$ cat config.mk
export PLATFORM = sky130hd
export DESIGN_NAME = sound_scheduler
export DESIGN_NICKNAME = d
export VERILOG_FILES = /design/src/rtl/sound_pkg.sv /design/src/rtl/sound_scheduler.sv
export SDC_FILE = /design/constraint.sdc
export NUM_CORES = 1
export LEC_CHECK = 0
export ABC_CLOCK_PERIOD_IN_PS = 2500
export CORE_MARGIN = 2
export CORE_UTILIZATION = 25
export CTS_CLUSTER_DIAMETER = 150
export CTS_CLUSTER_SIZE = 12
export DETAILED_ROUTE_END_ITERATION = 8
export GPL_ROUTABILITY_DRIVEN = 0
export SETUP_SLACK_MARGIN = 0.4
export SLEW_MARGIN = 10
export SYNTH_ARGS = -nofsm -noshare
export SYNTH_HDL_FRONTEND = slang
export SYNTH_SLANG_ARGS = --single-unit
export TNS_END_PERCENT = 5
$ cat constraint.sdc
create_clock -name clk -period 2.5 [get_ports clk]
set_input_delay 0.25 -clock clk [delete_from_list [all_inputs] [get_ports clk]]
set_output_delay 0.25 -clock clk [all_outputs]
set_load 0.01 [all_outputs]
$ cat src/rtl/sound_pkg.sv
// Shared encodings for the sound scheduler: FSM states, event sources
// and the goal melody table.
package sound_pkg;

    typedef enum logic [1:0] {
        ST_IDLE,
        ST_ISSUE,
        ST_PLAY,
        ST_GAP
    } state_e;

    typedef enum logic [1:0] {
        SRC_NONE,
        SRC_HIT,
        SRC_WALL,
        SRC_GOAL
    } src_e;

    localparam int MEL_LEN = 3;

    // Pending flags are packed {goal, wall, hit}.
    function automatic src_e arb_pick(input logic [2:0] flags);
        src_e s;
        s = SRC_NONE;
        if (flags[2]) begin
            s = SRC_GOAL;
        end else if (flags[1]) begin
            s = SRC_WALL;
        end else if (flags[0]) begin
            s = SRC_HIT;
        end
        return s;
    endfunction

    function automatic logic [2:0] src_mask(input src_e s);
        logic [2:0] m;
        m = 3'b000;
        case (s)
            SRC_HIT:  m = 3'b001;
            SRC_WALL: m = 3'b010;
            SRC_GOAL: m = 3'b100;
            default:  m = 3'b000;
        endcase
        return m;
    endfunction

    function automatic src_e melody_note(input logic [1:0] idx);
        src_e s;
        case (idx)
            2'd0:    s = SRC_GOAL;
            2'd1:    s = SRC_HIT;
            2'd2:    s = SRC_WALL;
            default: s = SRC_NONE;
        endcase
        return s;
    endfunction

endpackage

$ cat src/rtl/sound_scheduler.sv
// Serialises game sound events onto one tone generator: pending flags,
// fixed-priority arbitration, tone/gap pacing and the goal melody.
module sound_scheduler
    import sound_pkg::*;
#(
    parameter int TONE_LEN = 16777216,
    parameter int GAP_LEN  = 2500000
) (
    input  logic clk,
    input  logic rst,
    input  logic hit_req,
    input  logic wall_req,
    input  logic goal_req,
    input  logic mute,
    output logic hit,
    output logic wall,
    output logic goal,
    output logic busy,
    output logic dropped
);

    localparam int MAX_LEN = (TONE_LEN > GAP_LEN) ? TONE_LEN : GAP_LEN;
    localparam int CNT_W   = $clog2(MAX_LEN) + 1;

    // Counter holds remaining cycles minus one; ISSUE already spent one.
    localparam logic [CNT_W-1:0] PLAY_LOAD = CNT_W'(TONE_LEN - 2);
    localparam logic [CNT_W-1:0] GAP_LOAD  = CNT_W'(GAP_LEN - 1);
    localparam logic [1:0]       MEL_LAST  = 2'(MEL_LEN - 1);

    state_e           state_q, state_d;
    logic [CNT_W-1:0] cnt_q, cnt_d;
    logic [2:0]       flags_q, flags_d;
    logic [1:0]       mel_q, mel_d;
    logic             drop_q, drop_d;
    logic             hit_q, hit_d;
    logic             wall_q, wall_d;
    logic             goal_q, goal_d;
    logic             busy_q, busy_d;
    logic             dropped_q, dropped_d;

    logic [2:0] req;
    logic [2:0] grant;
    src_e       arb_src;
    src_e       issue_src;
    logic       arb_take;

    always_comb begin
        state_d   = state_q;
        cnt_d     = cnt_q;
        mel_d     = mel_q;
        issue_src = SRC_NONE;
        arb_take  = 1'b0;
        req       = {goal_req, wall_req, hit_req};
        arb_src   = arb_pick(flags_q);

        unique case (state_q)
            ST_IDLE: begin
                if (|flags_q) begin
                    state_d  = ST_ISSUE;
                    arb_take = 1'b1;
                end
            end
            ST_ISSUE: begin
                state_d = ST_PLAY;
                cnt_d   = PLAY_LOAD;
            end
            ST_PLAY: begin
                if (cnt_q == '0) begin
                    state_d = ST_GAP;
                    cnt_d   = GAP_LOAD;
                end else begin
                    cnt_d = cnt_q - 1'b1;
                end
            end
            ST_GAP: begin
                if (cnt_q != '0) begin
                    cnt_d = cnt_q - 1'b1;
                end else if (mel_q != 2'd0) begin
                    state_d   = ST_ISSUE;
                    cnt_d     = '0;
                    issue_src = melody_note(mel_q);
                    mel_d     = (mel_q == MEL_LAST) ? 2'd0 : mel_q + 2'd1;
                end else if (|flags_q) begin
                    state_d  = ST_ISSUE;
                    cnt_d    = '0;
                    arb_take = 1'b1;
                end else begin
                    state_d = ST_IDLE;
                    cnt_d   = '0;
                end
            end
            default: begin
                state_d = ST_IDLE;
                cnt_d   = '0;
            end
        endcase

        // A granted goal starts the melody; its later notes bypass the flags.
        if (arb_take) begin
            issue_src = arb_src;
            if (arb_src == SRC_GOAL) begin
                mel_d = 2'd1;
            end
        end

        grant   = arb_take ? src_mask(arb_src) : 3'b000;
        flags_d = (flags_q & ~grant) | req;
        drop_d  = |(req & flags_q & ~grant);

        if (mute) begin
            state_d   = ST_IDLE;
            cnt_d     = '0;
            mel_d     = 2'd0;
            flags_d   = 3'b000;
            drop_d    = 1'b0;
            issue_src = SRC_NONE;
        end

        hit_d     = (issue_src == SRC_HIT);
        wall_d    = (issue_src == SRC_WALL);
        goal_d    = (issue_src == SRC_GOAL);
        busy_d    = (state_d != ST_IDLE);
        dropped_d = drop_q;
    end

    always_ff @(posedge clk or posedge rst) begin
        if (rst) begin
            state_q   <= ST_IDLE;
            cnt_q     <= '0;
            flags_q   <= 3'b000;
            mel_q     <= 2'd0;
            drop_q    <= 1'b0;
            hit_q     <= 1'b0;
            wall_q    <= 1'b0;
            goal_q    <= 1'b0;
            busy_q    <= 1'b0;
            dropped_q <= 1'b0;
        end else begin
            state_q   <= state_d;
            cnt_q     <= cnt_d;
            flags_q   <= flags_d;
            mel_q     <= mel_d;
            drop_q    <= drop_d;
            hit_q     <= hit_d;
            wall_q    <= wall_d;
            goal_q    <= goal_d;
            busy_q    <= busy_d;
            dropped_q <= dropped_d;
        end
    end

    assign hit     = hit_q;
    assign wall    = wall_q;
    assign goal    = goal_q;
    assign busy    = busy_q;
    assign dropped = dropped_q;

endmodule

## After elaboration in Yosys (flattened, before gate mapping)

Index checks and enable logic that the tools add are counted.
Widths: inputs -> output; s select.

- Flip-flop bits (word level): 38
- Bits of input ports: 6
- Output and inout bits: 5

- $add $sub $neg: 2
- Equality and inequality tests: 11
- Multiplexer cells: 35
- Bitwise gates (word level): 5
- Reduce and logical (&&, ||, !) cells: 9

Operators by type and width:

| cell | count |
|---|---|
| $mux 25 | 3 |
| $pmux 25 s3 | 1 |
| $mux 2 | 18 |
| $logic_not 25->1 | 1 |
| $reduce_bool 25->1 | 1 |
| $sub 25x1->25 const B | 1 |
| $eq 2x2->1 const B | 7 |
| $and 3x3->3 | 3 |
| $pmux 3 s3 | 1 |
| $eq 2x1->1 const B | 4 |
| $pmux 2 s4 | 1 |
| $mux 1 | 7 |
| $mux 3 | 2 |
| $pmux 2 s3 | 1 |
| $reduce_or 3->1 | 2 |
| $logic_not 2->1 | 2 |
| $reduce_bool 2->1 | 2 |
| $reduce_bool 4->1 | 1 |
| $not 3->3 | 1 |
| $or 3x3->3 | 1 |
| $add 2x1->2 const B | 1 |
| $pmux 1 s2 | 1 |

## Longest topological paths before layout

Gate-level depths: netlist of the first run.

- Depth in word-level cells: 10
- Mapped depth: 8
- Depth with buffers taken out: 7

## Worst setup path before layout of the first run

No wires, ideal clock.

- Path type: reg-to-reg
- Start point: register cnt_q[0]
- End point: register cnt_q[20]
- Setup time: 0.142 ns
- Arrival time: 1.896 ns
- Required time: 2.358 ns
- Path slack: 0.463 ns
- Stages on the path, launching flop included: 8
- Buffers on the path: 0
- Clock period less this slack: 2.037 ns
- Cell sequence: dfrtp_1 -> inv_1 -> ha_1 -> nor3b_1 -> nand4_2 -> or2_1 -> o41ai_1 -> o22ai_1

- Longest elaborated chain between the ends: 4

Ends and longest elaborated chain:

| element | RTL line | text |
|---|---|---|
| start: declaration | sound_scheduler.sv:31 | `logic [CNT_W-1:0] cnt_q, cnt_d;` |
| start signal: assignment | sound_scheduler.sv:140 | `cnt_q <= cnt_d;` |
| $sub 25x1->25, or another cell as far along | sound_scheduler.sv:72, sound_scheduler.sv:77 |  |
| $mux 25, on equally long branches | sound_scheduler.sv:76, sound_scheduler.sv:68 |  |
| $pmux 25 s3 (*) | sound_scheduler.sv:56 | `unique case (state_q)` |
| $mux 25 (*) | sound_scheduler.sv:110 | `if (mute) begin` |

Every way passes the cells marked *; elsewhere a longest branch is shown, timed or not.
A chain may end at the register's enable or synchronous reset.

## Worst setup path in the final report of the first run

- Start point: register state_q[1]
- End point: register hit_q, in the netlist hit

- Longest elaborated chain between the ends: 5

Ends and longest elaborated chain:

| element | RTL line | text |
|---|---|---|
| start: declaration | sound_scheduler.sv:30 | `state_e state_q, state_d;` |
| start signal: assignment | sound_scheduler.sv:139 | `state_q <= state_d;` |
| $eq 2x2->1 or $logic_not 2->1 (tied branches) | sound_scheduler.sv:56 |  |
| $pmux 1 s2 or $mux 2 (tied branches) | sound_scheduler.sv:56 |  |
| $mux 2 (*) | sound_scheduler.sv:99 | `if (arb_take) begin` |
| $mux 2 (*) | sound_scheduler.sv:110 |  |
| $eq 2x1->1 (*) | sound_scheduler.sv:119 | `hit_d = (issue_src == SRC_HIT);` |
| via hit_d | sound_scheduler.sv:35 | `logic hit_q, hit_d;` |
| end signal: assignment | sound_scheduler.sv:144 | `hit_q <= hit_d;` |
| end: declaration | sound_scheduler.sv:35 |  |

The timed path passes the listed nets; every way through them passes the cells marked *.

==> summary.md, run 1 <==
| Metric | Value |
|---|---|
| Status | `finished clean` |
| Slew headroom | `around 67%` |
| Num ports | `11` |
| Sequential cell area fraction in the yosys report | `between 30% and 40%` |
| Core Box Area | `roughly 9600 µm²` |
| GRT Resource Usage Total | `between 10% and 20%` |
| Area leader, netlist | `dfrtp_1` |
| Worst Reg-to-Reg Cells | `6` |
| HP Start | `drop_q$_DFF_PP0_` |
| Worst Setup SP | `state_q[1]$_DFF_PP0_` |
| Critical path depth | `6` |
| Clk buf depth | `2` |
| Pwr dens | `1268 nW/µm²` |
| Post-layout min period | `2.071 ns` |
| Clock Skews | `between 0.008 and 0.009 ns` |
| Worst Path Arrival | `between 2 and 2.5 ns` |
| FP Rows | `36` |
| Cell family with most CP delay | `simple AND/OR/NAND/NOR gates` |
| Setup WS pre-CTS | `0.2428 ns` |
| Share of cells above drive strength 1 | `between 20% and 30%` |
| Post-Syn Instances | `273` |
| Area Overhead vs Synth | `27.11%` |
| Initial Utilization | `25.43%` |
| Syn Area/Cell | `around 9 µm²` |
| Critical path capture point type | `flop` |
| DP HPWL | `4620 µm` |
| Port bufs | `10` |
| Synth Warn # | `0` |
| Worst hold stages | `0` |
| Final hold viol count | `0` |
| Startpoint types | `flop` |
| #FFs+latches synth | `38` |
| Grt ovf | `0` |
| Top-count cell post-synth | `dfrtp_1` |
| H-tree depth | `2` |
| Hold_ws | `0.3513 ns` |
| Clock-pin slew on the worst setup and hold paths | `0.08 ns` |
| Post-route DRC | `0` |
| Global-route wire length before repair | `approximately 11000 µm` |
| Post-synth EDFFs | `0` |
| Max-cap viol count | `0` |
| Crit-path cells | `inv_1 > ha_4 > or3_1 > a2111oi_2 > a21oi_1 > and3_1` |
| Full die area | `10610 µm²` |
| Ys async rst share | `100.0%` |
| Primary FF master, synth | `dfrtp_1` |
| Yosys top cell area share | `38.80%` |
| Final setup vio count | `0` |
| Worst path max stage delay | `between 0.4 and 0.5 ns` |
| Final #Nets | `between 300 and 400` |
| FMAX | `between 400 and 500 MHz` |
| Max VDD drop | `about 0.37 mV` |
| 1st-iter DRT viols | `around 140` |
| Crit path buffers/inverters | `1` |
| DR vias/cell | `about 5.3` |
| Largest net degree at the start of global routing | `39` |
| Worst-margin pin slew | `around 0.49 ns` |
| Mapped Nets | `286` |
| Initial antenna violation count | `0` |
| Worst path slowest cell | `dfrtp_2` |
| Die width | `~100 µm` |
| Post-Synthesis Cell Area | `about 2500 µm²` |
| Detail Route Antenna Nets | `0` |
| 1st-pass router iterations | `4` |
| Cts hold-fix bufs | `0` |
| Synth top area cells | `dfrtp_1 (39%), o21ai_0 (3.9%), ha_1 (3.6%)` |
| Vias in the first global route | `~2.3k` |
| Chip Height | `between 100 and 150 µm` |
| Highest net fanout along the worst path | `10` |
| Clk_lat worst skew | `between 0.2 and 0.3 ns` |
| Clock Sinks | `38` |
| Wirelength per Cell | `roughly 16 µm` |
| Final TNS setup | `0 ns` |
| P_leak | `around 1.2 nW` |
| Pwr Total | `between 3 and 4 mW` |
| CTS tree | `done` |
| Unique masters post-synth | `56` |
| Hold Crit Class | `reg -> reg` |
| Final slew viol count | `0` |
| R2r startpoint | `state_q[1]$_DFF_PP0_` |
| RSZ-0062 raised after global routing | `yes` |
| CP Class | `reg -> reg` |
| Req. time, crit path | `roughly 2.7 ns` |
| Fin crit share | `slightly above 80%` |
| Final worst slack | `~0.43 ns` |
| Clock buffer count from CTS | `5` |
| N_diodes | `0` |
| Vias post-DR | `2336` |
| Final wirelength | `7024 µm` |
| Most common library cells after synthesis | `dfrtp_1 (38), nor2_1 (19), o21ai_0 (19), nand2_1 (16), a21oi_1 (15)` |
| Clock Tree Root | `clkbuf_8` |
-- power breakdown --
part / internal [mW] / switching (mW) / leakage [nW] / total (mW)
Combinational: 1.01 / 1.36 / 0.689 / 2.37
Clock: 0.279 / 0.228 / 0.0575 / 0.507
Sequential: 0.817 / 0.251 / 0.499 / 1.07
Total: 2.11 / 1.84 / 1.24 / 3.95
-- final cells by class --
type / instances / area, µm²
Sequential cell: 38 / 953.4
Tap cell: 133 / 166.4
Fill cell: 1013 / 6524
Timing Repair Buffer: 37 / 314.1
Inverter: 14 / 52.55
Clock buffer: 8 / 110.1
Multi-Input combinational cell: 208 / 1519
-- worst paths after layout --
| kind | endpoint | slack [ns] |
|---|---|---|
| min | dropped$_DFF_PP0_ | 0.35 |
| max reg2reg | hit$_DFF_PP0_ | 0.43 |
| min reg2reg | dropped$_DFF_PP0_ | 0.35 |
| max in group asynchronous | cnt_q[18]$_DFFE_PP0P_ | 1.75 |
| min in group asynchronous | flags_q[2]$_DFF_PP0_ | 0.38 |
| max | hit$_DFF_PP0_ | 0.43 |
-- layer usage --
layer	global-route usage, %	share of wire (%)	vias up
met1	17.54	46	1138
met5	0	0	-
met3	2.847	6.4	12
met4	4.049	1.3	0
met2	22.58	46	84
li1	-	-	1102
-- flip-flops by register name, indices dropped and copies added, names as in the netlist --
register / cells
hit: 1
wall: 1
drop_q: 1
flags_q: 3
cnt_q: 25
dropped: 1
busy: 1
goal: 1
mel_q: 2
state_q: 2
-- per-stage QoR --
stage / cell area, µm² / std cells / utilization (%)
2_1_floorplan: 2451 / 273 / -
3_3_place_gp: 2784 / 422 / 28.88
3_5_place_dp: 2784 / 422 / 28.88
4_1_cts: 2919 / 430 / 30.28
5_1_grt: 3115 / 438 / 32.32
6_report: 3115 / 438 / 32.32
-- layout by cell type, fill, tap and decap left out, types with 4 or more instances in the layout --
master / Yosys / routed
o21a_1: 4 / 4
nand4_1: 4 / 4
nor2_1: 19 / 18
clkbuf_8: 0 / 8
o31ai_1: 7 / 7
nand2_1: 16 / 16
clkdlybuf4s50_1: 0 / 10
a21oi_1: 15 / 15
dfrtp_1: 38 / 36
or3_1: 8 / 8
nand3_1: 9 / 7
nor3_1: 11 / 10
o2bb2ai_1: 8 / 8
inv_1: 14 / 11
a31oi_1: 12 / 11
o21ai_0: 19 / 16
o22ai_1: 5 / 5
o21ai_1: 5 / 7
ha_4: 0 / 4
buf_4: 0 / 24
-- kinds of logic after synthesis --
logic type | Yosys count | share of synthesized area (%)
AO/OA/AOI/OAI | 98 | 27.26
adder cells (fa/ha/maj) | 7 | 3.573
flip-flops | 38 | 38.80
AND/OR/NAND/NOR | 103 | 25.11
buffers and inverters | 27 | 5.258
-- timing repair --
action / 4_1_cts / 5_1_grt
endpoints found under the hold margin: 0 / 0
gates cloned: 0 / 2
setup buffers: 0 / 6
endpoints found under the setup margin: 31 / 36
gates resized for setup: 6 / 34
pin swaps: 1 / 11
No activity file was read; power rests on OpenSTA's default activity.
==> run 2, diff against run 1 <==
--- a/config.mk
+++ b/config.mk
@@ -5,7 +5,7 @@
 export SDC_FILE = /design/constraint.sdc
 export NUM_CORES = 1
 export LEC_CHECK = 0
-export ABC_CLOCK_PERIOD_IN_PS = 2500
+export ABC_CLOCK_PERIOD_IN_PS = 1800
 export CORE_MARGIN = 2
 export CORE_UTILIZATION = 25
 export CTS_CLUSTER_DIAMETER = 150
==> constraint.sdc (replaced) <==
create_clock -name clk -period 1.8 [get_ports clk]
set_input_delay 0.18 -clock clk [delete_from_list [all_inputs] [get_ports clk]]
set_output_delay 0.18 -clock clk [all_outputs]
set_load 0.01 [all_outputs]
==> run 2 against run 1 <==
Effect of this change:
- the run now ends with setup timing left
- register-to-register slack got worse by 0.63 ns
- flip-flop and latch count unchanged
- cell area grew 20%
- power up 69%
- highest routed layer unchanged
==> summary.md, run 2 (synthesis gave the netlist of run 1 again) <==
| Metric | Value |
|---|---|
| Highest net fanout along the worst path | `4 (-6)` |
| Area taken by multi-input logic gates | `1632 µm² (+7.4%)` |
| Worst path slowest cell | `dfrtp_1` |
| Final setup vio count | `29 (+29)` |
| Detail Route Antenna Nets | `0 (unchanged)` |
| GRT Resource Usage Total | `15.42% (+1.9 points)` |
| Final #Nets | `377 (+19%)` |
| Clock Tree Root | `clkbuf_8` |
| Clock-pin slew on the worst setup and hold paths | `0.08 ns (about the same)` |
| Wirelength per Cell | `15.58 µm (-2.8%)` |
| Final hold viol count | `0 (unchanged)` |
| Grt ovf | `0 (unchanged)` |
| Max FFs per register | `25 (unchanged)` |
| Area Overhead vs Synth | `52.02%` |
| Worst reg2reg endpoint | `cnt_q[20]$_DFFE_PP0P_` |
| Pwr Total | `6.690 mW (+69%)` |
| Vias in the first global route | `2484 (+7.8%)` |
| Violated checks | `setup timing` |
| DR vias/cell | `5.114 (-4.1%)` |
| Clock Skews | `0.007100 ns (-0.001583 ns)` |
| Worst path max stage delay | `0.40 ns (-0.07 ns)` |
| Req. time, crit path | `1.98 ns (-0.70 ns)` |
| Worst Setup SP | `cnt_q[0]$_DFFE_PP0P_` |
| CTS tree | `done` |
| Num ports | `11 (unchanged)` |
| DP HPWL | `5239 µm (+13%)` |
| Max VDD drop | `0.5888 mV (+60%)` |
| Startpoint types | `flop` |
| Worst Path Arrival | `2.17 ns (-0.08 ns)` |
| Die width | `103.0 µm (unchanged)` |
| Seq. cell area | `950.9 µm² (-0.26%)` |
| 1st-iter DRT viols | `151 (+7.1%)` |
| Slew headroom | `66.04% (-1.2 points)` |
| Critical path capture point type | `flop` |
| Clock buffer count from CTS | `5 (unchanged)` |
| CP Class | `reg -> reg` |
| Port bufs | `10 (unchanged)` |
| Largest net degree at the start of global routing | `39 (unchanged)` |
| Full die area | `10610 µm² (unchanged)` |
| Fin crit share | `111.0% (+28 points)` |
| Worst Reg-to-Reg Cells | `8 (+2)` |
| Initial antenna violation count | `0 (unchanged)` |
| Status | `finished, violations left` |
| Chip Height | `103.0 µm (unchanged)` |
| Critical path endpoint | `cnt_q[20]$_DFFE_PP0P_` |
| FMAX | `500.6 MHz (+3.6%)` |
| Cts hold-fix bufs | `0 (unchanged)` |
| Share of cells above drive strength 1 | `43.29% (+18 points)` |
| FILL cells | `955 (-5.7%)` |
| Post-layout min period | `1.998 ns (-0.07280 ns)` |
| RSZ-0062 raised after global routing | `yes` |
| Core Box Area | `9639 µm² (unchanged)` |
| Pwr dens | `1796 nW/µm² (+42%)` |
| H-tree depth | `2 (unchanged)` |
| Clk buf depth | `2 (unchanged)` |
| Final wirelength | `7761 µm (+10%)` |
| 1st-pass router iterations | `4 (unchanged)` |
| Crit-path cells | `inv_2 > buf_4 > ha_1 > nor3b_4 > nand4_2 > or2_4 > o41ai_1 > o22ai_1` |
| Clock Sinks | `38 (unchanged)` |
| Initial Utilization | `25.43% (unchanged)` |
| Final slew viol count | `0 (unchanged)` |
| Global-route wire length before repair | `12730 µm (+12%)` |
| Post-route DRC | `0 (unchanged)` |
| N_diodes | `0 (unchanged)` |
| Largest registers | `cnt_q: 25 flops, flags_q: 3 flops` |
| Reg with most FFs | `cnt_q` |
| Placement Cell Area | `3282 µm² (+18%)` |
| Most frequent cells in the layout | `buf_4 (78), dfrtp_1 (38), nand2_1 (16)` |
| Worst-margin pin slew | `0.5094 ns (+0.01869 ns)` |
| Reg-to-reg slack, setup | `-0.20 ns (-0.63 ns)` |
| Vias post-DR | `2547 (+9.0%)` |
| Post-route cell area | `3726 µm² (+20%)` |
| Final worst slack | `-0.1977 ns (-0.6272 ns)` |
| FP Rows | `36 (unchanged)` |
| Hold Crit Class | `in -> async` |
| Clk_lat worst skew | `0.30 ns (about the same)` |
| Final Util | `38.66% (+6.3 points)` |
| Commonest non-fill, non-tap cell in the layout | `buf_4` |
| Max-cap viol count | `0 (unchanged)` |
| R2r startpoint | `cnt_q[0]$_DFFE_PP0P_` |
| P_leak | `1.592 nW (+28%)` |
-- run 2: stage by stage --
stage | worst slack (ns) | setup TNS [ns] | cells | hold slack, ns
5_1_grt | -0.2888 | -6.757 | 498 | 0.3647
4_1_cts | -0.1986 | -3.522 | 495 | 0.3183
3_5_place_dp | -0.2850 | -4.620 | 478 | 0.3355
6_report | -0.1977 | -3.648 | 498 | 0.3004
3_3_place_gp | -0.2343 | -3.461 | 478 | 0.3362
2_1_floorplan | -0.08141 | -0.6484 | 273 | 0.3042
-- run 2: power by group --
part,switching [mW],total [mW],internal [mW]
Combinational,2.35,4.67,2.32
Sequential,0.253,1.39,1.13
Clock,0.324,0.632,0.308
-- run 2: timing repair --
action                     4_1_cts  5_1_grt
gates cloned                     1        0
pin swaps                       11       12
gates resized for setup         38       18
setup endpoints to repair       37       37
setup buffers                    8        3
-- run 2: final cells by class --
| class | instances | area share, % |
|---|---|---|
| clock buffers | 6 | 2.216 |
| clock inverters | 2 | 0.3358 |
| inverters | 14 | 1.410 |
| multi-input cells | 208 | 43.79 |
| flip-flops and latches | 38 | 25.52 |
| well taps | 133 | 4.466 |
| repair buffers | 97 | 22.26 |
-- run 2: worst max-delay path: cells and delay by family, from the launching register on --
family                   cells  cell delay (ns)
buffers and inverters        2             0.20
AND/OR/NAND/NOR              3             0.74
flip-flops                   1             0.40
AO/OA/AOI/OAI                2             0.37
adder cells (fa/ha/maj)      1             0.16
-- run 2: layer usage --
metal	up-vias	GRT usage, %	share of wire, %
met2	71	25.52	48
li1	1222	-	-
met5	-	0	0
met4	0	3.846	2.3
met1	1235	20.62	45
met3	19	3.119	4.1
-- run 2: worst min-delay path by stage --
stage | startpoint | end | slack (ns) | depth (start not counted)
2_1_floorplan | hit_req | flags_q[0]$_DFF_PP0_ | 0.30 | 2
3_3_place_gp | drop_q$_DFF_PP0_ | dropped$_DFF_PP0_ | 0.34 | 0
3_5_place_dp | drop_q$_DFF_PP0_ | dropped$_DFF_PP0_ | 0.34 | 0
4_1_cts | rst | flags_q[0]$_DFF_PP0_ | 0.32 | 3
5_1_grt | drop_q$_DFF_PP0_ | dropped$_DFF_PP0_ | 0.36 | 0
6_report | rst | flags_q[0]$_DFF_PP0_ | 0.30 | 3
==> run 3, diff against run 2 <==
--- a/config.mk
+++ b/config.mk
@@ -5,7 +5,7 @@
 export SDC_FILE = /design/constraint.sdc
 export NUM_CORES = 1
 export LEC_CHECK = 0
-export ABC_CLOCK_PERIOD_IN_PS = 1800
+export ABC_CLOCK_PERIOD_IN_PS = 2300
 export CORE_MARGIN = 2
 export CORE_UTILIZATION = 25
 export CTS_CLUSTER_DIAMETER = 150
==> constraint.sdc (replaced) <==
create_clock -name clk -period 2.3 [get_ports clk]
set_input_delay 0.23 -clock clk [delete_from_list [all_inputs] [get_ports clk]]
set_output_delay 0.23 -clock clk [all_outputs]
set_load 0.01 [all_outputs]
==> run 3 against run 2 <==
Effect of this change:
- the flow now finishes without violations
- global-route usage fell by 1.2 points
- non-clock buffer count fell by 52
- clock skew fell by 0.0013 ns
- register-to-register slack improved by 0.49 ns
- count of clock-buffer cells in the layout rose by 1
- largest cell class unchanged
- largest power group unchanged
==> summary.md, run 3 (synthesis gave the netlist of run 1 again) <==
| Metric | Value |
|---|---|
| Status | `finished clean` |
| Area Overhead vs Synth | `27.92%` |
| Worst-margin pin slew | `0.5059 ns (-0.003566 ns)` |
| H-tree depth | `2 (unchanged)` |
| Clock-pin slew on the worst setup and hold paths | `0.07 ns (about the same)` |
| Commonest non-fill, non-tap cell in the layout | `dfrtp_1` |
| Clock buffer count from CTS | `5 (unchanged)` |
| N_diodes | `0 (unchanged)` |
| Post-route DRC | `0 (unchanged)` |
| Clk_lat worst skew | `0.29 ns (about the same)` |
| Core Box Area | `9639 µm² (unchanged)` |
| Final hold viol count | `0 (unchanged)` |
| Slew headroom | `66.27% (+0.24 points)` |
| Most frequent cells in the layout | `dfrtp_1 (37), buf_4 (33), o21ai_0 (18)` |
| Full die area | `10610 µm² (unchanged)` |
| Vias in the first global route | `2331 (-6.2%)` |
| 1st-iter DRT viols | `202 (+34%)` |
| Crit-path cells | `nor4_2 > buf_4 > and4_4 > buf_6 > nand4_1 > or3_4 > a221oi_2` |
| 1st-pass router iterations | `4 (unchanged)` |
| Grt ovf | `0 (unchanged)` |
| FILL cells | `1031 (+8.0%)` |
| Final #Nets | `325 (-14%)` |
| Port bufs | `10 (unchanged)` |
| Share of cells above drive strength 1 | `26.60% (-17 points)` |
| CTS tree | `done` |
| Max-cap viol count | `0 (unchanged)` |
| Reg-to-reg slack, setup | `0.29 ns (+0.49 ns)` |
| Die width | `103.0 µm (unchanged)` |
| DR vias/cell | `5.234 (+2.3%)` |
| Initial antenna violation count | `0 (unchanged)` |
| P_leak | `1.273 nW (-20%)` |
| Final Util | `32.53% (-6.1 points)` |
| Clock Skews | `0.005826 ns (-0.001274 ns)` |
| Detail Route Antenna Nets | `0 (unchanged)` |
| DP HPWL | `4940 µm (-5.7%)` |
| Seq. cell area | `952.2 µm² (+0.13%)` |
| FP Rows | `36 (unchanged)` |
| GRT Resource Usage Total | `14.25% (-1.2 points)` |
| Clock Tree Root | `clkbuf_8` |
| Final slew viol count | `0 (unchanged)` |
| Reg with most FFs | `cnt_q` |
| Req. time, crit path | `2.50 ns (+0.52 ns)` |
| Wirelength per Cell | `15.92 µm (+2.2%)` |
| Post-layout min period | `2.007 ns (+0.009760 ns)` |
| Area taken by multi-input logic gates | `1509 µm² (-7.5%)` |
| Fin crit share | `87.28% (-24 points)` |
| RSZ-0062 raised after global routing | `yes` |
| Pwr dens | `1359 nW/µm² (-24%)` |
| Cts hold-fix bufs | `0 (unchanged)` |
| Hold Crit Class | `reg -> reg` |
| Pwr Total | `4.262 mW (-36%)` |
| FMAX | `498.1 MHz (-0.49%)` |
| Internal Power | `2.289 mW (-39%)` |
| Max FFs per register | `25 (unchanged)` |
| Switching power | `1.973 mW (-33%)` |
| Initial Utilization | `25.43% (unchanged)` |
| Reg power frac | `27.3% (+6.6 points)` |
| Clk buf depth | `2 (unchanged)` |
| CP Class | `reg -> reg` |
| Worst path slowest cell | `dfrtp_1` |
| Final wirelength | `7086 µm (-8.7%)` |
| Num ports | `11 (unchanged)` |
| Largest net degree at the start of global routing | `39 (unchanged)` |
| Largest registers | `cnt_q: 25 flops, flags_q: 3 flops` |
| Final TNS setup | `0 ns (+3.648 ns)` |
| Vias post-DR | `2329 (-8.6%)` |
| Clock Sinks | `38 (unchanged)` |
| Final setup vio count | `0 (-100%)` |
| Switching share of power | `46.29% (+2.5 points)` |
| Critical path capture point type | `flop` |
| Worst path max stage delay | `0.40 ns (about the same)` |
| Clock power frac | `10.4% (+0.9 points)` |
| Startpoint types | `flop` |
| Worst Path Arrival | `2.20 ns (+0.03 ns)` |
| Global-route wire length before repair | `11900 µm (-6.6%)` |
| Highest net fanout along the worst path | `4 (unchanged)` |
| Chip Height | `103.0 µm (unchanged)` |
| Max VDD drop | `0.4518 mV (-23%)` |
| Comb pwr share | `62.3% (-7.5 points)` |
[run 3: changes by cell type in the layout (fill, tap and decap cells not counted), moves of 4 or more]
| cell | delta |
|---|---|
| o21ai_0 | +5 |
| buf_4 | -45 |
| o21ai_2 | -5 |
| buf_6 | -4 |
[run 3: repair_timing]
action,4_1_cts,5_1_grt
pin swaps,8,0
setup buffers,8,0
endpoints found under the setup margin,37,37
gates resized for setup,24,0
[run 3: worst paths after layout]
check	from	endpoint	cells past startpoint
worst min-delay path	drop_q$_DFF_PP0_	dropped$_DFF_PP0_	0
worst max register to register	cnt_q[21]$_DFFE_PP0P_	mel_q[1]$_DFF_PP0_	7
max in group asynchronous	rst	cnt_q[8]$_DFFE_PP0P_	3
min in group asynchronous	rst	cnt_q[0]$_DFFE_PP0P_	3
worst min register to register	drop_q$_DFF_PP0_	dropped$_DFF_PP0_	0
worst max-delay path	cnt_q[21]$_DFFE_PP0P_	mel_q[1]$_DFF_PP0_	7
[run 3: metal layers]
metal	part of all wire [%]	GRT usage [%]
met5	0	0
met4	1.2	4.150
met3	3.1	2.847
met2	47	22.03
met1	49	20.14
[run 3: final cells by class]
| cell class | count | share of cell area [%] |
|---|---|---|
| clock buffers | 7 | 2.434 |
| flip-flops and latches | 38 | 30.37 |
| inverters | 14 | 1.676 |
| repair buffers | 45 | 12.09 |
| well taps | 133 | 5.307 |
| multi-input cells | 208 | 48.12 |
[run 3: power by group through the flow]
stage	Clock [mW]	Sequential (mW)	Combinational (mW)
floorplan	0	1.09	1.60
global placement	0	1.13	2.32
detailed placement	0	1.13	2.35
CTS	0.453	1.16	2.62
global route	0.488	1.20	2.90
finish	0.442	1.16	2.66
[run 3: critical path: cells and delay by family, from the launching register on]
family | cells | cell delay, ns
compound gates | 1 | 0.22
buf+inv | 2 | 0.28
flops | 1 | 0.40
simple gates | 4 | 1.01
[run 3: through the flow]
stage,hold slack [ns],cells,setup WS (ns),instance area [µm²]
3_3_place_gp,0.3382,430,0.1867,2885
5_1_grt,0.3744,445,0.1393,3136
4_1_cts,0.3550,445,0.3333,3136
6_report,0.3539,445,0.2925,3136
2_1_floorplan,0.3312,273,0.3826,2490
3_5_place_dp,0.3386,430,0.1183,2885
